File: src/rtl/piso_serializer_if.sv
// Parallel load handshake plus serial strobe/data pair for the PISO transmitter.
// The master side is the upstream word source and serial observer. The slave side is the serializer.
interface piso_serializer_if #(
    parameter int WIDTH = 4
);
    logic [WIDTH-1:0] data_in;
    logic             load_valid;
    logic             load_ready;
    logic             serial_out;
    logic             shift_enable;
    logic             busy;
    logic             done;

    modport master (
        output data_in,
        output load_valid,
        input  load_ready,
        input  serial_out,
        input  shift_enable,
        input  busy,
        input  done
    );

    modport slave (
        input  data_in,
        input  load_valid,
        output load_ready,
        output serial_out,
        output shift_enable,
        output busy,
        output done
    );
endinterface

File: src/rtl/piso_serializer.sv
// MSB-first parallel-in/serial-out transmitter with a per-bit strobe for a shift-register receiver.
// Each bit is held for DIV clocks. The strobe fires on the last clock of each bit period.
module piso_serializer #(
    parameter int WIDTH = 4,
    parameter int DIV   = 1
) (
    input  logic                clk,
    input  logic                reset,
    piso_serializer_if.slave    bus
);
    localparam int CNT_W = $clog2(WIDTH + 1);
    localparam int DIV_W = (DIV > 1) ? $clog2(DIV) : 1;
    localparam logic [CNT_W-1:0] BIT_LAST = CNT_W'(WIDTH - 1);
    localparam logic [DIV_W-1:0] DIV_LAST = DIV_W'(DIV - 1);

    typedef enum logic {
        IDLE  = 1'b0,
        SHIFT = 1'b1
    } state_t;

    state_t           state_q, state_d;
    logic [WIDTH-1:0] shreg_q, shreg_d;
    logic [CNT_W-1:0] bit_cnt_q, bit_cnt_d;
    logic [DIV_W-1:0] div_cnt_q, div_cnt_d;
    logic             done_d;
    logic             serial_out_q;
    logic             shift_enable_q;
    logic             busy_q;
    logic             done_q;
    logic             handshake;
    logic             bit_end;

    assign bus.load_ready   = (state_q == IDLE) && !reset;
    assign handshake        = bus.load_valid && bus.load_ready;
    assign bit_end          = (state_q == SHIFT) && (div_cnt_q == DIV_LAST);

    assign bus.serial_out   = serial_out_q;
    assign bus.shift_enable = shift_enable_q;
    assign bus.busy         = busy_q;
    assign bus.done         = done_q;

    always_comb begin
        state_d   = state_q;
        shreg_d   = shreg_q;
        bit_cnt_d = bit_cnt_q;
        div_cnt_d = div_cnt_q;
        done_d    = 1'b0;
        case (state_q)
            IDLE: begin
                if (handshake) begin
                    shreg_d   = bus.data_in;
                    bit_cnt_d = '0;
                    div_cnt_d = '0;
                    state_d   = SHIFT;
                end
            end
            SHIFT: begin
                if (bit_end) begin
                    div_cnt_d = '0;
                    shreg_d   = {shreg_q[WIDTH-2:0], 1'b0};
                    bit_cnt_d = bit_cnt_q + 1'b1;
                    if (bit_cnt_q == BIT_LAST) begin
                        state_d = IDLE;
                        done_d  = 1'b1;
                    end
                end else begin
                    div_cnt_d = div_cnt_q + 1'b1;
                end
            end
            default: state_d = IDLE;
        endcase
    end

    // Outputs are registered from next-state values so they line up with the state they describe.
    always_ff @(posedge clk) begin
        if (reset) begin
            state_q        <= IDLE;
            shreg_q        <= '0;
            bit_cnt_q      <= '0;
            div_cnt_q      <= '0;
            serial_out_q   <= 1'b0;
            shift_enable_q <= 1'b0;
            busy_q         <= 1'b0;
            done_q         <= 1'b0;
        end else begin
            state_q        <= state_d;
            shreg_q        <= shreg_d;
            bit_cnt_q      <= bit_cnt_d;
            div_cnt_q      <= div_cnt_d;
            serial_out_q   <= (state_d == SHIFT) ? shreg_d[WIDTH-1] : 1'b0;
            shift_enable_q <= (state_d == SHIFT) && (div_cnt_d == DIV_LAST);
            busy_q         <= (state_d == SHIFT);
            done_q         <= done_d;
        end
    end
endmodule

File: src/flat_wrapper.sv
// flat-port wrapper written by rule: the top's interface ports become plain ports
module piso_serializer_flat 
#(
    parameter int WIDTH = 4,
    parameter int DIV   = 1
)
  (clk, reset, bus_data_in, bus_load_valid, bus_load_ready, bus_serial_out, bus_shift_enable, bus_busy, bus_done);
  piso_serializer_if #(.WIDTH(WIDTH)) bus_i ();
  input  logic clk;
  input  logic reset;
  input wire logic [$bits(bus_i.data_in)-1:0] bus_data_in;
  input wire logic [$bits(bus_i.load_valid)-1:0] bus_load_valid;
  output wire logic [$bits(bus_i.load_ready)-1:0] bus_load_ready;
  output wire logic [$bits(bus_i.serial_out)-1:0] bus_serial_out;
  output wire logic [$bits(bus_i.shift_enable)-1:0] bus_shift_enable;
  output wire logic [$bits(bus_i.busy)-1:0] bus_busy;
  output wire logic [$bits(bus_i.done)-1:0] bus_done;
  assign bus_i.data_in = bus_data_in;
  assign bus_i.load_valid = bus_load_valid;
  assign bus_load_ready = bus_i.load_ready;
  assign bus_serial_out = bus_i.serial_out;
  assign bus_shift_enable = bus_i.shift_enable;
  assign bus_busy = bus_i.busy;
  assign bus_done = bus_i.done;
  piso_serializer #(.WIDTH(WIDTH), .DIV(DIV)) u_core (.clk(clk), .reset(reset), .bus(bus_i));
endmodule
File: config.mk
export PLATFORM = sky130hd
export DESIGN_NAME = piso_serializer_flat
export DESIGN_NICKNAME = d
export VERILOG_FILES = /design/src/rtl/piso_serializer_if.sv /design/src/rtl/piso_serializer.sv /design/src/flat_wrapper.sv
export SDC_FILE = /design/constraint.sdc
export NUM_CORES = 1
export LEC_CHECK = 0
export ABC_AREA = 1
export CORE_AREA = 5 5 42 44
export CTS_CLUSTER_DIAMETER = 60
export DETAILED_ROUTE_END_ITERATION = 6
export DIE_AREA = 0 0 47 49
export GPL_TIMING_DRIVEN = 0
export PLACE_DENSITY = 0.66
export SETUP_SLACK_MARGIN = 0.3
export SYNTH_ARGS = -nofsm -noshare
export SYNTH_HDL_FRONTEND = slang
export SYNTH_SLANG_ARGS = --single-unit
File: constraint.sdc
create_clock -name clk -period 1.17 [get_ports clk]
set_clock_uncertainty 0.15 [all_clocks]
set_input_delay 0.234 -clock clk [delete_from_list [all_inputs] [get_ports clk]]
set_output_delay 0.234 -clock clk [all_outputs]
set_load 0.01 [all_outputs]
==> impl_results.md <==
* Clock tree from TritonCTS: done
* Unrepaired setup endpoints after global routing: yes
* Register share of total power at 45.7%
* Number of core rows at 14
* Net Count, Synth at 77
* Syn-to-layout area delta at 57.3%
* Critical register-to-register path startpoint: u_core.bus.busy
* # setup viols final at 4
* Share of the synthesized area in the top cell type at 46.8%
* Multi-input logic area at 320 µm²
* Share of power burned in the clock network at 32.6%
* Yosys Warn Count at 0
* Fraction of layout cells with a size suffix above 1 at 39.3%
* Via count of the routed design at 493
* Static power due to leakage at about 0.4 nW
* Gate count after technology mapping at 68
* Startpoint type of the worst setup path: flip-flop
* Remaining Overflow, GRT at 0
* Final min period at 1250 ps
* Element type at the critical path end: primary output
* Root buffer cell: sky130_fd_sc_hd__clkbuf_4
* Data required time at the worst endpoint at 790 ps
* Register Area at 246 µm²
* Violated checks: setup timing
* Pin slew with the least headroom to its limit at around 420 ps
* HPWL after DPL at 791 µm
* Drt drc at 0
* Average instance area after synthesis at 7.54 µm²
* Hold-fix buffer count after cts at 0
* Cell Pwr Density at 1230 mW/mm²
* Net switching power at around 0.27 mW
* Die Span X at 47 µm
* Clock insertion delay at the later pin of the skew report at 270 ps
* Initial Util at 36.6%
* Largest stage delay on the critical path at 370 ps
* Max_slew headroom at between 70% and 80%
* Library cells used by synthesis at 14
* Combinational power share at 21.8%
* Internal portion of total power at 0.728 mW
* Htree depth at 1
* DR iter-0 viols at 10
* Critical path start-end classification: flip-flop to primary output
* Max IR drop VDD at 0.747 mV
* Fmax at 803 MHz
* Ratio of final minimum period to clock period at 106%
* Routed wire length at 1200 µm
* Number of antenna violations at the first check in global routing at 0
* Maximum buffer depth of the clock tree at 2
* Final-report hold violation count at 0
* Dominant cell type by area after synthesis: sky130_fd_sc_hd__dfxtp_1
* Antenna fix cells at 0
* Count of port buffers added during placement at 11
* Final-report max-slew violation count at 0
* Global router's overall resource usage at about a tenth
* Largest cells by area after synthesis: sky130_fd_sc_hd__dfxtp_1, sky130_fd_sc_hd__nand2_1, sky130_fd_sc_hd__nand3_1
* Die Footprint at 0.00230 mm²
* WL per Instance at between 10 and 15 µm
* Floorplan die height at 49 µm
* Crit-path max FO at 4
* Via count of the first global-routing pass at 433
* Minimum setup slack in the final design at -75.1 ps
* Overall Power at 0.994 mW
* Area after DPL at just under 700 µm²
* Routed Antenna Nets at 0
* Vias per Instance at 4.70
* Min-delay worst type: input port to flip-flop
* Run status: finished with violations
* Share of the yosys chip area belonging to registers at 46.8%
* Maximum number of pins on one net before global-route repair at 8
* Wire length of the first global-routing pass at 1740 µm
* Worst endpoint data arrival time at ~860 ps
* Flop and latch count out of synthesis at 12
* Reported max-cap violation count at 0
* Total Nets Final at 99
* 1st-pass router iterations at 4
* Switching part of the total at 26.7%
* Worst-path cell with the longest stage delay: sky130_fd_sc_hd__dfxtp_4
* CP cell instances: nor2_4, buf_6
* Hold Startpoint: reset
* Cell Area, Synth at just over 500 µm²
* RD Place Congestion at ~0.73
* Fin area at 807 µm²
* Total core area at 0.00140 mm²
* Number of fill cells at roughly 130
* Number of buffers created by CTS at 3
* Startpoint of the most critical setup path: u_core.bus.busy
* Clock tree sinks at 12
* CTS clk-pin slew, worst paths at 70 ps
* I/O pin cnt at 12
==> state kept, by name (all words and copies together) (netlist names) <==
register	cells
u_core.bus.busy	1
u_core.bus.shift_enable	1
u_core.bit_cnt_q	3
u_core.div_cnt_q	1
u_core.shreg_q	4
u_core.bus.serial_out	1
u_core.bus.done	1
==> cell usage in the layout (no fill, tap or decap), types with 2 or more instances in the layout <==
master	count
sky130_fd_sc_hd__nand2_1	20
sky130_fd_sc_hd__dfxtp_1	9
sky130_fd_sc_hd__inv_1	7
sky130_fd_sc_hd__nand3_1	7
sky130_fd_sc_hd__nor2_1	4
sky130_fd_sc_hd__clkdlybuf4s50_1	4
sky130_fd_sc_hd__buf_2	4
sky130_fd_sc_hd__buf_6	4
sky130_fd_sc_hd__nand2_4	3
sky130_fd_sc_hd__nand2_2	3
sky130_fd_sc_hd__clkbuf_4	3
sky130_fd_sc_hd__buf_4	3
sky130_fd_sc_hd__nor2_4	2
sky130_fd_sc_hd__a21oi_1	2
sky130_fd_sc_hd__ha_4	2
sky130_fd_sc_hd__dfxtp_2	2
==> final cells by class <==
class	count	area share (%)
timing repair buffer	17	18.0
inverter	9	4.81
clock buffer	4	4.50
tap	16	2.48
sequential	12	30.5
multi-input combinational	47	39.7
==> layer usage <==
| layer | up-vias | share of wire (%) | GRT usage (%) |
|---|---|---|---|
| li1 | 254 | - | - |
| met1 | 223 | 42 | 10.7 |
| met2 | 14 | 48 | 17.0 |
| met3 | 2 | 8.4 | 5.90 |
| met4 | 0 | 0.84 | 2.76 |
| met5 | - | 0 | 0 |
==> cells in the mapped netlist <==
cell type,number
sky130_fd_sc_hd__nor2_1,4
sky130_fd_sc_hd__nand2_1,24
sky130_fd_sc_hd__nor2_2,1
sky130_fd_sc_hd__nand2_2,1
sky130_fd_sc_hd__dfxtp_1,12
sky130_fd_sc_hd__nor4_1,1
sky130_fd_sc_hd__a21oi_1,2
sky130_fd_sc_hd__nand3_1,8
sky130_fd_sc_hd__clkinv_2,1
sky130_fd_sc_hd__ha_1,2
sky130_fd_sc_hd__nand2_4,2
sky130_fd_sc_hd__o21ai_0,1
sky130_fd_sc_hd__inv_1,8
sky130_fd_sc_hd__nor2_4,1
==> power by group through the flow <==
stage / registers (mW) / logic, mW / clock network, mW
after floorplan: 0.469 / 0.0773 / 0
after global placement: 0.467 / 0.147 / 0
after detailed placement: 0.468 / 0.151 / 0
after CTS: 0.454 / 0.174 / 0.336
after global routing: 0.457 / 0.239 / 0.365
final: 0.454 / 0.216 / 0.324
==> through the flow <==
stage	utilization [%]	std cells	setup TNS [ps]	hold WS, ps	setup slack (ps)
final	57.6	105	-127	155	-75.1
after global routing	57.6	105	-596	166	-123
after CTS	52.4	102	-494	294	-98.5
after detailed placement	48.3	95	-5830	292	-842
after global placement	48.3	95	-5740	282	-841
after floorplan	-	68	0	153	56.3
==> final timing paths <==
check,end,slack (ps),depth (start not counted)
max reg2reg,u_core.shreg_q[3],-40,7
min,u_core.bus.done,160,2
max,bus_load_ready,-80,2
min reg2reg,u_core.shreg_q[0],300,2
==> cells by family after synthesis <==
logic type,after synthesis,synth area share (%)
buffers and inverters,9,6.83
AO/OA/AOI/OAI,3,2.93
adder cells (fa/ha/maj),2,4.88
flip-flops,12,46.8
AND/OR/NAND/NOR,42,38.5
==> worst max-delay path: cells and delay by family (launching register included) <==
kind | cells | cell delay, ps
DFF | 1 | 370
and+or+nand+nor | 1 | 110
buffers and inverters | 1 | 120
==> what timing repair did <==
item,CTS,global route
endpoints found under the setup margin,17,17
pin swaps,1,5
resized for setup,27,15
setup buffers,3,3
gates cloned,0,0
Power figures use the tool's default switching activity.
